File: config.mk
export PLATFORM = sky130hd
export DESIGN_NAME = period_generator
export DESIGN_NICKNAME = d
export VERILOG_FILES = /design/src/rtl/period_generator.sv
export SDC_FILE = /design/constraint.sdc
export NUM_CORES = 1
export LEC_CHECK = 0
export ABC_AREA = 1
export CAP_MARGIN = 0
export CORE_AREA = 2 2 97 123
export CTS_CLUSTER_SIZE = 40
export DETAILED_ROUTE_END_ITERATION = 8
export DIE_AREA = 0 0 99 125
export HOLD_SLACK_MARGIN = 0.02
export PLACE_DENSITY = 0.74
export SETUP_SLACK_MARGIN = 0.05
export SYNTH_ARGS = -nofsm -noshare
export SYNTH_HDL_FRONTEND = slang
export SYNTH_SLANG_ARGS = --single-unit
File: constraint.sdc
create_clock -name clk -period 4 [get_ports clk]
set_clock_uncertainty 0.05 [all_clocks]
set_input_delay 0.6 -clock clk [delete_from_list [all_inputs] [get_ports clk]]
set_output_delay 0.6 -clock clk [all_outputs]
set_load 0.02 [all_outputs]
File: src/rtl/period_generator.sv
`timescale 1ns/1ps
`default_nettype none
// ============================================================================
//  Module   : period_generator
//  Purpose  : Programmable-period square-wave generator. New periods are
//             double-buffered and take effect only on a period boundary, so
//             the output never shows a runt or glitch cycle.
//  Ports    : clk          in   system clock
//             reset        in   synchronous active-high reset
//             enable       in   1 = run, 0 = stop on the next edge
//             period_in    in   requested period in clk cycles (0 = stop)
//             period_load  in   strobe: capture period_in into pending
//             high_in      in   requested high time (DUTY_CTRL_EN only)
//             sig_out      out  registered square wave
//             rise_edge    out  pulse in the first high cycle of a period
//             load_ack     out  pulse in the cycle a new period takes effect
//             period_cur   out  period currently applied
//             running      out  1 while in RUN
//  Config   : DUTY_CTRL_EN  adds high_in; high time = high_in clamped to
//                           [1, P-1]. Otherwise high time = P>>1.
//  Revision : 1.0  initial release
// ============================================================================
module period_generator #(
  parameter int WIDTH      = 24,
  parameter int MIN_PERIOD = 2
) (
  input  logic             clk,
  input  logic             reset,
  input  logic             enable,
  input  logic [WIDTH-1:0] period_in,
  input  logic             period_load,
`ifdef DUTY_CTRL_EN
  input  logic [WIDTH-1:0] high_in,
`endif
  output logic             sig_out,
  output logic             rise_edge,
  output logic             load_ack,
  output logic [WIDTH-1:0] period_cur,
  output logic             running
);

  localparam logic [WIDTH-1:0] ONE   = {{(WIDTH-1){1'b0}}, 1'b1};
  localparam logic [WIDTH-1:0] MIN_P = WIDTH'(MIN_PERIOD);

  typedef enum logic {
    S_IDLE = 1'b0,
    S_RUN  = 1'b1
  } state_t;

  state_t           state;
  logic [WIDTH-1:0] count;
  logic [WIDTH-1:0] pending;
  logic             pending_valid;

  logic [WIDTH-1:0] load_val;
  logic [WIDTH-1:0] p_minus1;
  logic [WIDTH-1:0] count_inc;
  logic [WIDTH-1:0] high_eff;
  logic [WIDTH-1:0] next_p;
  logic [WIDTH-1:0] idle_p;
  logic             at_boundary;
  logic             boundary_apply;

`ifdef DUTY_CTRL_EN
  logic [WIDTH-1:0] high_cur;
  logic [WIDTH-1:0] high_pending;
  logic [WIDTH-1:0] next_h;
`endif

  // Zero is a stop request and passes through; small nonzero requests are
  // raised to MIN_PERIOD so the wave always has a high and a low cycle.
  assign load_val = (period_in == '0)  ? '0    :
                    (period_in < MIN_P) ? MIN_P : period_in;

  assign p_minus1    = period_cur - ONE;
  assign count_inc   = count + ONE;
  assign at_boundary = (count == p_minus1);

`ifdef DUTY_CTRL_EN
  assign high_eff = (high_cur == '0)      ? ONE      :
                    (high_cur > p_minus1) ? p_minus1 : high_cur;
`else
  assign high_eff = period_cur >> 1;
`endif

  // A load strobe landing on the boundary cycle wins over the pending
  // register, so it is applied at that very boundary.
  assign boundary_apply = period_load || pending_valid;

  always_comb begin
    next_p = period_cur;
`ifdef DUTY_CTRL_EN
    next_h = high_cur;
`endif
    if (period_load) begin
      next_p = load_val;
`ifdef DUTY_CTRL_EN
      next_h = high_in;
`endif
    end else if (pending_valid) begin
      next_p = pending;
`ifdef DUTY_CTRL_EN
      next_h = high_pending;
`endif
    end
  end

  assign idle_p  = pending_valid ? pending : period_cur;
  assign running = (state == S_RUN);

  always_ff @(posedge clk) begin
    if (reset) begin
      state         <= S_IDLE;
      count         <= '0;
      pending       <= '0;
      pending_valid <= 1'b0;
      period_cur    <= '0;
      sig_out       <= 1'b0;
      rise_edge     <= 1'b0;
      load_ack      <= 1'b0;
`ifdef DUTY_CTRL_EN
      high_cur      <= '0;
      high_pending  <= '0;
`endif
    end else begin
      rise_edge <= 1'b0;
      load_ack  <= 1'b0;

      // Default capture into the pending register; the boundary branch
      // below overrides pending_valid when it consumes the strobe directly.
      if (period_load) begin
        pending       <= load_val;
        pending_valid <= 1'b1;
`ifdef DUTY_CTRL_EN
        high_pending  <= high_in;
`endif
      end

      case (state)
        S_IDLE: begin
          sig_out <= 1'b0;
          count   <= '0;
          if (pending_valid) begin
            period_cur <= pending;
            load_ack   <= 1'b1;
`ifdef DUTY_CTRL_EN
            high_cur   <= high_pending;
`endif
            if (!period_load) begin
              pending_valid <= 1'b0;
            end
          end
          // Any applied period is at least MIN_PERIOD, so the high time is
          // at least one cycle and the first RUN cycle is always high.
          if (enable && (idle_p != '0)) begin
            state     <= S_RUN;
            sig_out   <= 1'b1;
            rise_edge <= 1'b1;
          end
        end

        S_RUN: begin
          if (!enable) begin
            state   <= S_IDLE;
            sig_out <= 1'b0;
            count   <= '0;
          end else if (at_boundary) begin
            count <= '0;
            if (boundary_apply) begin
              period_cur    <= next_p;
              load_ack      <= 1'b1;
              pending_valid <= 1'b0;
`ifdef DUTY_CTRL_EN
              high_cur      <= next_h;
`endif
            end
            if (next_p == '0) begin
              state   <= S_IDLE;
              sig_out <= 1'b0;
            end else begin
              sig_out   <= 1'b1;
              rise_edge <= 1'b1;
            end
          end else begin
            count   <= count_inc;
            sig_out <= (count_inc < high_eff);
          end
        end

        default: begin
          state   <= S_IDLE;
          sig_out <= 1'b0;
          count   <= '0;
        end
      endcase
    end
  end

endmodule
`default_nettype wire

Word-level counts from Yosys, hierarchy flattened
Cells that the tools add are included.
{ "totals": {"register_bits": 77, "latchBits": 0, "ram_bits": 0, "romBits": 0, "output_inout_bits": 28, "word_cells": 57, "n_memories": 0} }
{ "op_classes": {"addsub": 2, "multipliers": 0, "div": 0, "n_lt_le_gt_ge": 2, "n_eq_ne": 4, "n_shift": 0, "mux": 34, "bitwise": 1, "reduce_logical": 6} }
{ "op_table": {"columns": ["op", "n"], "rows": [
  ["2-to-1 mux 24 bit", 9],
  ["case mux 24 bit (2 select lines)", 2],
  ["logical NOT 24 bit", 2],
  ["adder 24 x 1 -> 24 bit, second input constant", 1],
  ["== test 24 bit", 1],
  ["< comparator 24 x 2 -> 1 bit, second input constant", 1],
  ["< comparator 24 x 23 -> 1 bit", 1],
  ["nonzero test 24 bit", 1],
  ["subtractor 24 x 1 -> 24 bit, second input constant", 1],
  ["2-to-1 mux 1 bit", 18],
  ["case mux 1 bit (2 select lines)", 5],
  ["!= test 2 x 1 -> 1 bit, second input constant", 2],
  ["AND reduction 3 bit", 1],
  ["!= test 2 bit, second input constant", 1],
  ["logical AND 1 bit", 1],
  ["logical OR 1 bit", 1],
  ["inverter 1 bit", 1]
]} }

Longest topological paths before layout
Gate-level depths: netlist (run 1).
{ "logic_depth": {"ltp_word": 9, "depth_mapped": 22, "ltp_nobuf": 22} }

Least setup slack after synthesis (run 1)
No wires, ideal clock.
{ "synth_timing": {"path_kind": "register to register", "startpoint": "reg count[0]", "endpoint": "reg sig_out", "setup_ns": 0.070, "arrival_ns": 2.751, "t_required_ns": 3.880, "setup_slack_ns": 1.130, "stages_incl_launch_ff": 23, "period_less_slack_ns": 2.870, "path_cell_list": "dfxtp_1 ha_1 nand2_1 nor2_1 inv_2 nor2_1 inv_1 nor2_2 nand2_1 nor4_1 nand2_1 nor2_1 nor2_1 ha_1 nand2_1 nor2_1 a211oi_1 o21ai_0 a21oi_1 nor2_1 nor2_1 nor2_1 a21oi_1"} }
{ "synth_between": {"elab_chain_cells": 5, "word_cells_on_any_way": 6} }
{ "synth_lines": {"columns": ["item", "line", "text"], "rows": [
  ["start: declaration", "51", "logic [WIDTH-1:0] count;"],
  ["start signal: assignment", "185", "count <= count_inc;"],
  ["adder 24 x 1 -> 24 bit", "76", "assign count_inc = count + ONE;"],
  ["via count_inc[14]", "57", "logic [WIDTH-1:0] count_inc;"],
  ["< comparator 24 x 23 -> 1 bit", "186", "sig_out <= (count_inc < high_eff);"],
  ["2-to-1 mux 1 bit", "167", "end else if (at_boundary) begin"],
  ["2-to-1 mux 1 bit", "163", "if (!enable) begin"],
  ["case mux 1 bit (2 select lines)", "139", "case (state)"],
  ["end signal: assignment", "186", null],
  ["end: declaration", "35", "output logic sig_out,"]
]} }
The timed path passes the listed nets, and every way through them passes these cells.
A chain may end at the register's enable or synchronous reset.

Worst setup path in the final report (run 1)
Same ends and word-level chain as after synthesis.

==> flow_summary_export.csv, run 1 <==
group,metric,value,unit
run_status,outcome,"completed",
place,dp.final_hpwl,11210,um
sta,timing_worst_slew_pin_value,922.9,ps
floorplan,starting_utilization_of_the_core_area,51.62,%
yosys,area_share_of_the_largest_cell_type_after_synthesis,26.46,%
clocking,clock_root_cell,"clkbuf_16",
clocking,cts_bufs_inserted,9,
cells_and_area,synthToLayoutAreaGrowth,14.80,%
worst_setup_path,setup.worst_path.class,"flop to flop",
cells_and_area,mostFrequentLayoutCells,"nand2_1 (228), inv_1 (104), nor2_1 (98)",
yosys,synth_edf_count,0,
floorplan,core_region_area,0.01129,mm^2
place,io_buffers,55,
yosys,ys_ff_latch,77,
cells_and_area,final_common_cell,"nand2_1",
pwr,total_power,2.682,mW
route,finalWirelength,14530,um
sta,setup-violations-final,0,
floorplan,floorplan.die.height,125,um
worst_setup_path,path_max_fanout,5,
yosys,synth_cell_types,42,
worst_setup_path,cp.arrival,3520,ps
place,place_congestion,0.8784,
floorplan,die_w,99,um
cells_and_area,share_of_final_layout_standard_cells_stronger_than_drive_strength_1,5.684,%
sta,slew_viol_final,0,
sta,hold_violations,0,
pwr,power.static_leakage,3.037,nW
route,first_pass_iteration_count_of_the_detailed_router,5,
pwr,cellPowerDensity,401.0,mW/mm^2
sta,slew_headroom,38.41,%
pwr,peakVddDrop,0.0002450,V
grt,global_route_wire_length_before_repair,24040,um
grt,gr-usage-all-layers,23.71,%
sta,fmaxAchievable,303.2,MHz
clocking,clock-sinks,77,
worst_setup_path,data_required_critical_path,4230,ps
yosys,postSynth.asyncResetShare,0,%
yosys,netlist_instances,914,
grt,grt_pass1_vias,5243,
yosys,synthesis.yosys.warnings,0,
route,detail_route.vias_per_cell,5.269,
clocking,post_cts_resized,0,
clocking,cts_hold_buffers,0,
clocking,post_cts.repair.setup_buffers,0,
yosys,netlist.top_cell.by_area,"dfxtp_1",
clocking,cts.htree.levels,3,
floorplan,die_area,0.01238,mm^2
grt,grt_remaining_overflow,0,
route,route.detailed.drc,0,
sta,setup_tns_final,0,ps
route,routedWlPerCell,13.36,um
cells_and_area,finalNetCount,997,
worst_hold_path,hold_path.class,"flop to flop",
route,dr.first_iter.drc_count,357,
sta,setup_repair_after_global_routing_missed_its_margin,"false",
clocking,clockBufferDepth,2,
clocking,cts_tree,"built",
cells_and_area,insertedDiodeCount,0,
worst_setup_path,crit_path_start_kind,"flop",
sta,timing.final.crit_period,3298,ps
route,vias,5733,
grt,antenna_found_initial,0,
floorplan,top_level_ports,56,
run,drv_cap,0,
cells_and_area,finish.cell_count_without_fillers,1088,
worst_setup_path,crit_path_end_kind,"flop",
yosys,proportion_of_synthesized_chip_area_in_sequential_cells,26.46,%
clocking,clk_pin_slew_worst_paths,60,ps
yosys,post_synth_instance_area,0.005826,mm^2
sta,timing.final.crit_share,82.45,%
route,detail-route-antenna-nets,0,
yosys,synth.avg_cell_area,6.374,um^2
floorplan,core.rowCount,44,
grt,grt_max_degree,51,
clocking,clkLatencyLatePin,340,ps
place,placed_cell_count,1072,
yosys,mappedNetlistNets,966,
yosys,synth_area_leaders,"dfxtp_1 (26%), nand2_1 (15%), inv_1 (6.7%)",
yosys,ys_dominant_reg_cell,"dfxtp_1",
==> final timing paths <==
path / start / to / slack, ps / cells past startpoint
max: count[0] / sig_out / 700 / 22
max reg2reg: count[0] / sig_out / 700 / 22
min reg2reg: pending[4] / pending[4] / 410 / 2
min: pending[4] / pending[4] / 410 / 2
==> state kept, by name, summed over array words and instances, names as in the netlist <==
register / cells
rise_edge: 1
period_cur: 24
load_ack: 1
pending: 24
count: 24
pending_valid: 1
sig_out: 1
running: 1
==> logic make-up (layout without fill, tap and decap cells) <==
kind of cell	count (synthesis)	in the layout	synth area share (%)
and+or+nand+nor	473	473	36.47
buffers and inverters	146	182	10.72
muxes	5	5	0.8591
DFF	77	77	26.46
adders and majority gates	24	24	5.155
AOI/OAI and AO/OA	150	150	14.48
xor gates and xnor gates	39	39	5.863
==> synth_stat cells, types with 6 or more instances <==
library cell	n
nand2_2	6
buf_6	6
a21boi_0	10
ha_1	24
nor3_1	11
nand3_1	57
nand2_1	228
a21oi_1	62
inv_1	104
xor2_1	30
xnor2_1	9
o21ai_0	60
clkbuf_1	23
dfxtp_1	77
nor2_1	98
nor2_2	10
nand4_1	41
==> layer usage <==
| layer | global-route usage [%] | wire length [um] | vias to the layer above |
|---|---|---|---|
| li1 | - | - | 3049 |
| met1 | 31.07 | 6640 | 2532 |
| met2 | 39.98 | 6903 | 132 |
| met3 | 3.018 | 678 | 20 |
| met4 | 8.300 | 309 | 0 |
| met5 | 0 | 0 | - |
==> final cells by class <==
| cell class | count | area [um^2] |
|---|---|---|
| Clock buffer | 14 | 294.0 |
| Clock inverter | 2 | 37.54 |
| Fill cell | 1076 | 4598 |
| Inverter | 107 | 401.6 |
| Multi-Input combinational cell | 691 | 3660 |
| Sequential cell | 77 | 1541 |
| Tap cell | 138 | 172.7 |
| Timing Repair Buffer | 59 | 580.6 |
==> through the flow <==
stage               setup WS [ps]  instance area [um^2]  hold slack [ps]  util (%)
CTS                         686.1                  6688            411.4     59.26
global placement            851.7                  6356            398.0     56.32
detailed placement          708.3                  6356            402.7     56.32
global route                184.7                  6688            421.5     59.26
finish                      702.0                  6688            407.3     59.26
floorplan                    1130                  5826            387.9         -
==> power breakdown <==
| part | switching, mW | total (mW) | internal, mW | leakage [nW] |
|---|---|---|---|---|
| clock network | 0.316 | 0.884 | 0.568 | 0.161 |
| registers | 0.0545 | 0.862 | 0.808 | 0.628 |
| logic | 0.593 | 0.936 | 0.343 | 2.25 |
==> worst max-delay path, cell delays in order (launching register included) <==
cell      delay [ps]
dfxtp_1          400
ha_1             220
nand2_1           80
nor2_1           160
inv_2             50
nor2_1            80
inv_1             70
nor2_2           130
nand2_1          100
nor4_1           450
nand2_1          100
nor2_1           140
nor2_1            70
ha_1             290
nand2_1           60
nor2_1            40
a211oi_1         150
o21ai_0          120
a21oi_1          150
nor2_1            60
nor2_1            90
nor2_1            50
a21oi_1          110
(Power assumes the default switching activity.)
==> run 2: changes to the inputs <==
--- a/config.mk
+++ b/config.mk
@@ -12,7 +12,7 @@
 export DETAILED_ROUTE_END_ITERATION = 8
 export DIE_AREA = 0 0 99 125
 export HOLD_SLACK_MARGIN = 0.02
-export PLACE_DENSITY = 0.74
+export PLACE_DENSITY = 0.76
 export SETUP_SLACK_MARGIN = 0.05
 export SYNTH_ARGS = -nofsm -noshare
 export SYNTH_HDL_FRONTEND = slang
==> constraint.sdc (replaced) <==
create_clock -name clk -period 2.7 [get_ports clk]
set_clock_uncertainty 0.05 [all_clocks]
set_input_delay 0.405 -clock clk [delete_from_list [all_inputs] [get_ports clk]]
set_output_delay 0.405 -clock clk [all_outputs]
set_load 0.02 [all_outputs]
==> run 2 against run 1 <==
Compared with the run above: the flow now finishes with violations (negative setup slack); cell count rose by 3.9%; sequential power rose by 47%; power rose by 59%; critical path depth fell by 2; highest routed layer unchanged.
==> flow_summary_export.csv, run 2 (synthesis results as in run 1) <==
group,metric,value,unit
worst_setup_path,cp.arrival,3190,ps
worst_setup_path,cp_cell_sequence,"ha_4, nand2_4, nor2_4, inv_2, nor2_2, inv_2, nor2_4, nand4_1, nor3_2, buf_4, nand3_1, xor2_1, inv_1, ha_1, a21o_1, a21oi_1, o211ai_1, nor2_1, nor2_1, a21oi_1",
clocking,cts_tree,"built",
pwr,power.static_leakage,3.311,nW
place,placed_cell_count,1108,
route,dr.first_iter.drc_count,350,
place,place_congestion,0.9084,
route,first_pass_iteration_count_of_the_detailed_router,5,
worst_setup_path,crit_path_start_kind,"flop",
floorplan,core_region_area,0.01129,mm^2
worst_setup_path,reg2reg_depth,20,
worst_setup_path,critical_path.n_buffers_inverters,4,
grt,antenna_found_initial,0,
cells_and_area,reg_top3,"count: 24 flops, pending: 24 flops, period_cur: 24 flops",
place,postPlaceCellArea,0.006704,mm^2
run_status,outcome,"finished with violations",
grt,global_route_wire_length_before_repair,25780,um
clocking,clock-sinks,77,
sta,setup-violations-final,1,
cells_and_area,insertedDiodeCount,0,
worst_setup_path,cpMaxStageDelayCell,"dfxtp_4",
sta,setup_repair_after_global_routing_missed_its_margin,"true",
grt,gr-usage-all-layers,25.30,%
floorplan,top_level_ports,56,
floorplan,floorplan.die.height,125,um
cells_and_area,share_of_final_layout_standard_cells_stronger_than_drive_strength_1,11.49,%
sta,setup_tns_final,-261.5,ps
cells_and_area,final_common_cell,"nand2_1",
pwr,total_power,4.253,mW
run_status,violations,"negative setup slack",
sta,timing_worst_slew_pin_value,607.7,ps
sta,timing.final.crit_share,109.7,%
cells_and_area,finish.cell_count_without_fillers,1130,
worst_setup_path,setup.worst_path.class,"flop to flop",
cells_and_area,finalCoreUtilization,63.76,%
floorplan,core.rowCount,44,
grt,grt_remaining_overflow,0,
place,dp.final_hpwl,11850,um
worst_setup_path,data_required_critical_path,2930,ps
run,drv_cap,0,
floorplan,starting_utilization_of_the_core_area,51.62,%
route,routedWlPerCell,14.30,um
route,detail-route-antenna-nets,0,
worst_hold_path,hold_path.class,"flop to flop",
grt,grt_max_degree,48,
floorplan,die_w,99,um
grt,grt_pass1_vias,5515,
route,detail_route.vias_per_cell,5.384,
sta,slew_headroom,59.12,%
route,vias,6084,
clocking,clkLatencyLatePin,350,ps
pwr,cellPowerDensity,591.1,mW/mm^2
cells_and_area,final_area,0.007196,mm^2
cells_and_area,finalNetCount,1039,
route,route.detailed.drc,0,
worst_setup_path,crit_path_end_kind,"flop",
sta,timing.final.crit_period,2961,ps
worst_setup_path,cp.depth,20,
worst_setup_path,cpLargestDelayFamily,"simple AND/OR/NAND/NOR gates",
place,io_buffers,55,
sta,finalWorstSetupSlack,-261.5,ps
cells_and_area,mostFrequentLayoutCells,"nand2_1 (226), inv_1 (103), nor2_1 (93)",
sta,worst_hold_slack,406.8,ps
sta,hold_violations,0,
worst_setup_path,critPathMaxStageDelay,370,ps
clocking,clockBufferDepth,2,
floorplan,die_area,0.01238,mm^2
cells_and_area,synthToLayoutAreaGrowth,23.52,%
sta,fmaxAchievable,337.7,MHz
worst_hold_path,worstHoldPathCells,2,
clocking,cts_bufs_inserted,9,
clocking,clk_pin_slew_worst_paths,60,ps
clocking,cts.htree.levels,3,
worst_setup_path,path_max_fanout,3,
route,finalWirelength,16160,um
place,placement.setup.worst_slack,-293.3,ps
clocking,cts_hold_buffers,0,
sta,slew_viol_final,0,
pwr,peakVddDrop,0.0003362,V
clocking,clock_root_cell,"clkbuf_16",
[run 2: path summary, 6_finish.rpt]
| path | start | end | slack, ps |
|---|---|---|---|
| worst max-delay path | count[0] | sig_out | -260 |
| worst max register to register | count[0] | sig_out | -260 |
| worst min register to register | pending[3] | pending[3] | 410 |
| worst min-delay path | pending[3] | pending[3] | 410 |
[run 2: layer usage]
metal | share of wire [%] | global-route usage, % | wire (um) | vias to the layer above
met3 | 5.1 | 3.857 | 824 | 22
met2 | 50 | 43.08 | 8078 | 172
met1 | 43 | 32.59 | 6939 | 2743
met5 | 0 | 0 | 0 | -
met4 | 2.0 | 8.380 | 320 | 0
li1 | - | - | - | 3147
[run 2: cell type report]
class                   count  area [um^2]
flip-flops and latches     77         1551
clock inverters             4        120.1
multi-input cells         694         3792
inverters                 107        401.6
clock buffers              12        246.5
well taps                 138        172.7
repair buffers             98        910.9
fillers                  1041         4090
[run 2: worst min-delay path, cell delays in order, from the launching register on]
cell     delay, ps
dfxtp_1        300
nand2_1         60
a21oi_1         50
[run 2: where the power goes]
part	total, mW	internal (mW)	leakage [nW]	switching, mW
Combinational	1.48	0.546	2.50	0.931
Clock	1.50	1.02	0.177	0.479
Sequential	1.27	1.20	0.630	0.0790
[run 2: repair_timing]
item                                    4_1_cts  5_1_grt
gates cloned                                  0        3
pin swaps                                     3       15
resized for setup                             6       14
setup buffers                                 0        3
endpoints found under the setup margin        1       27
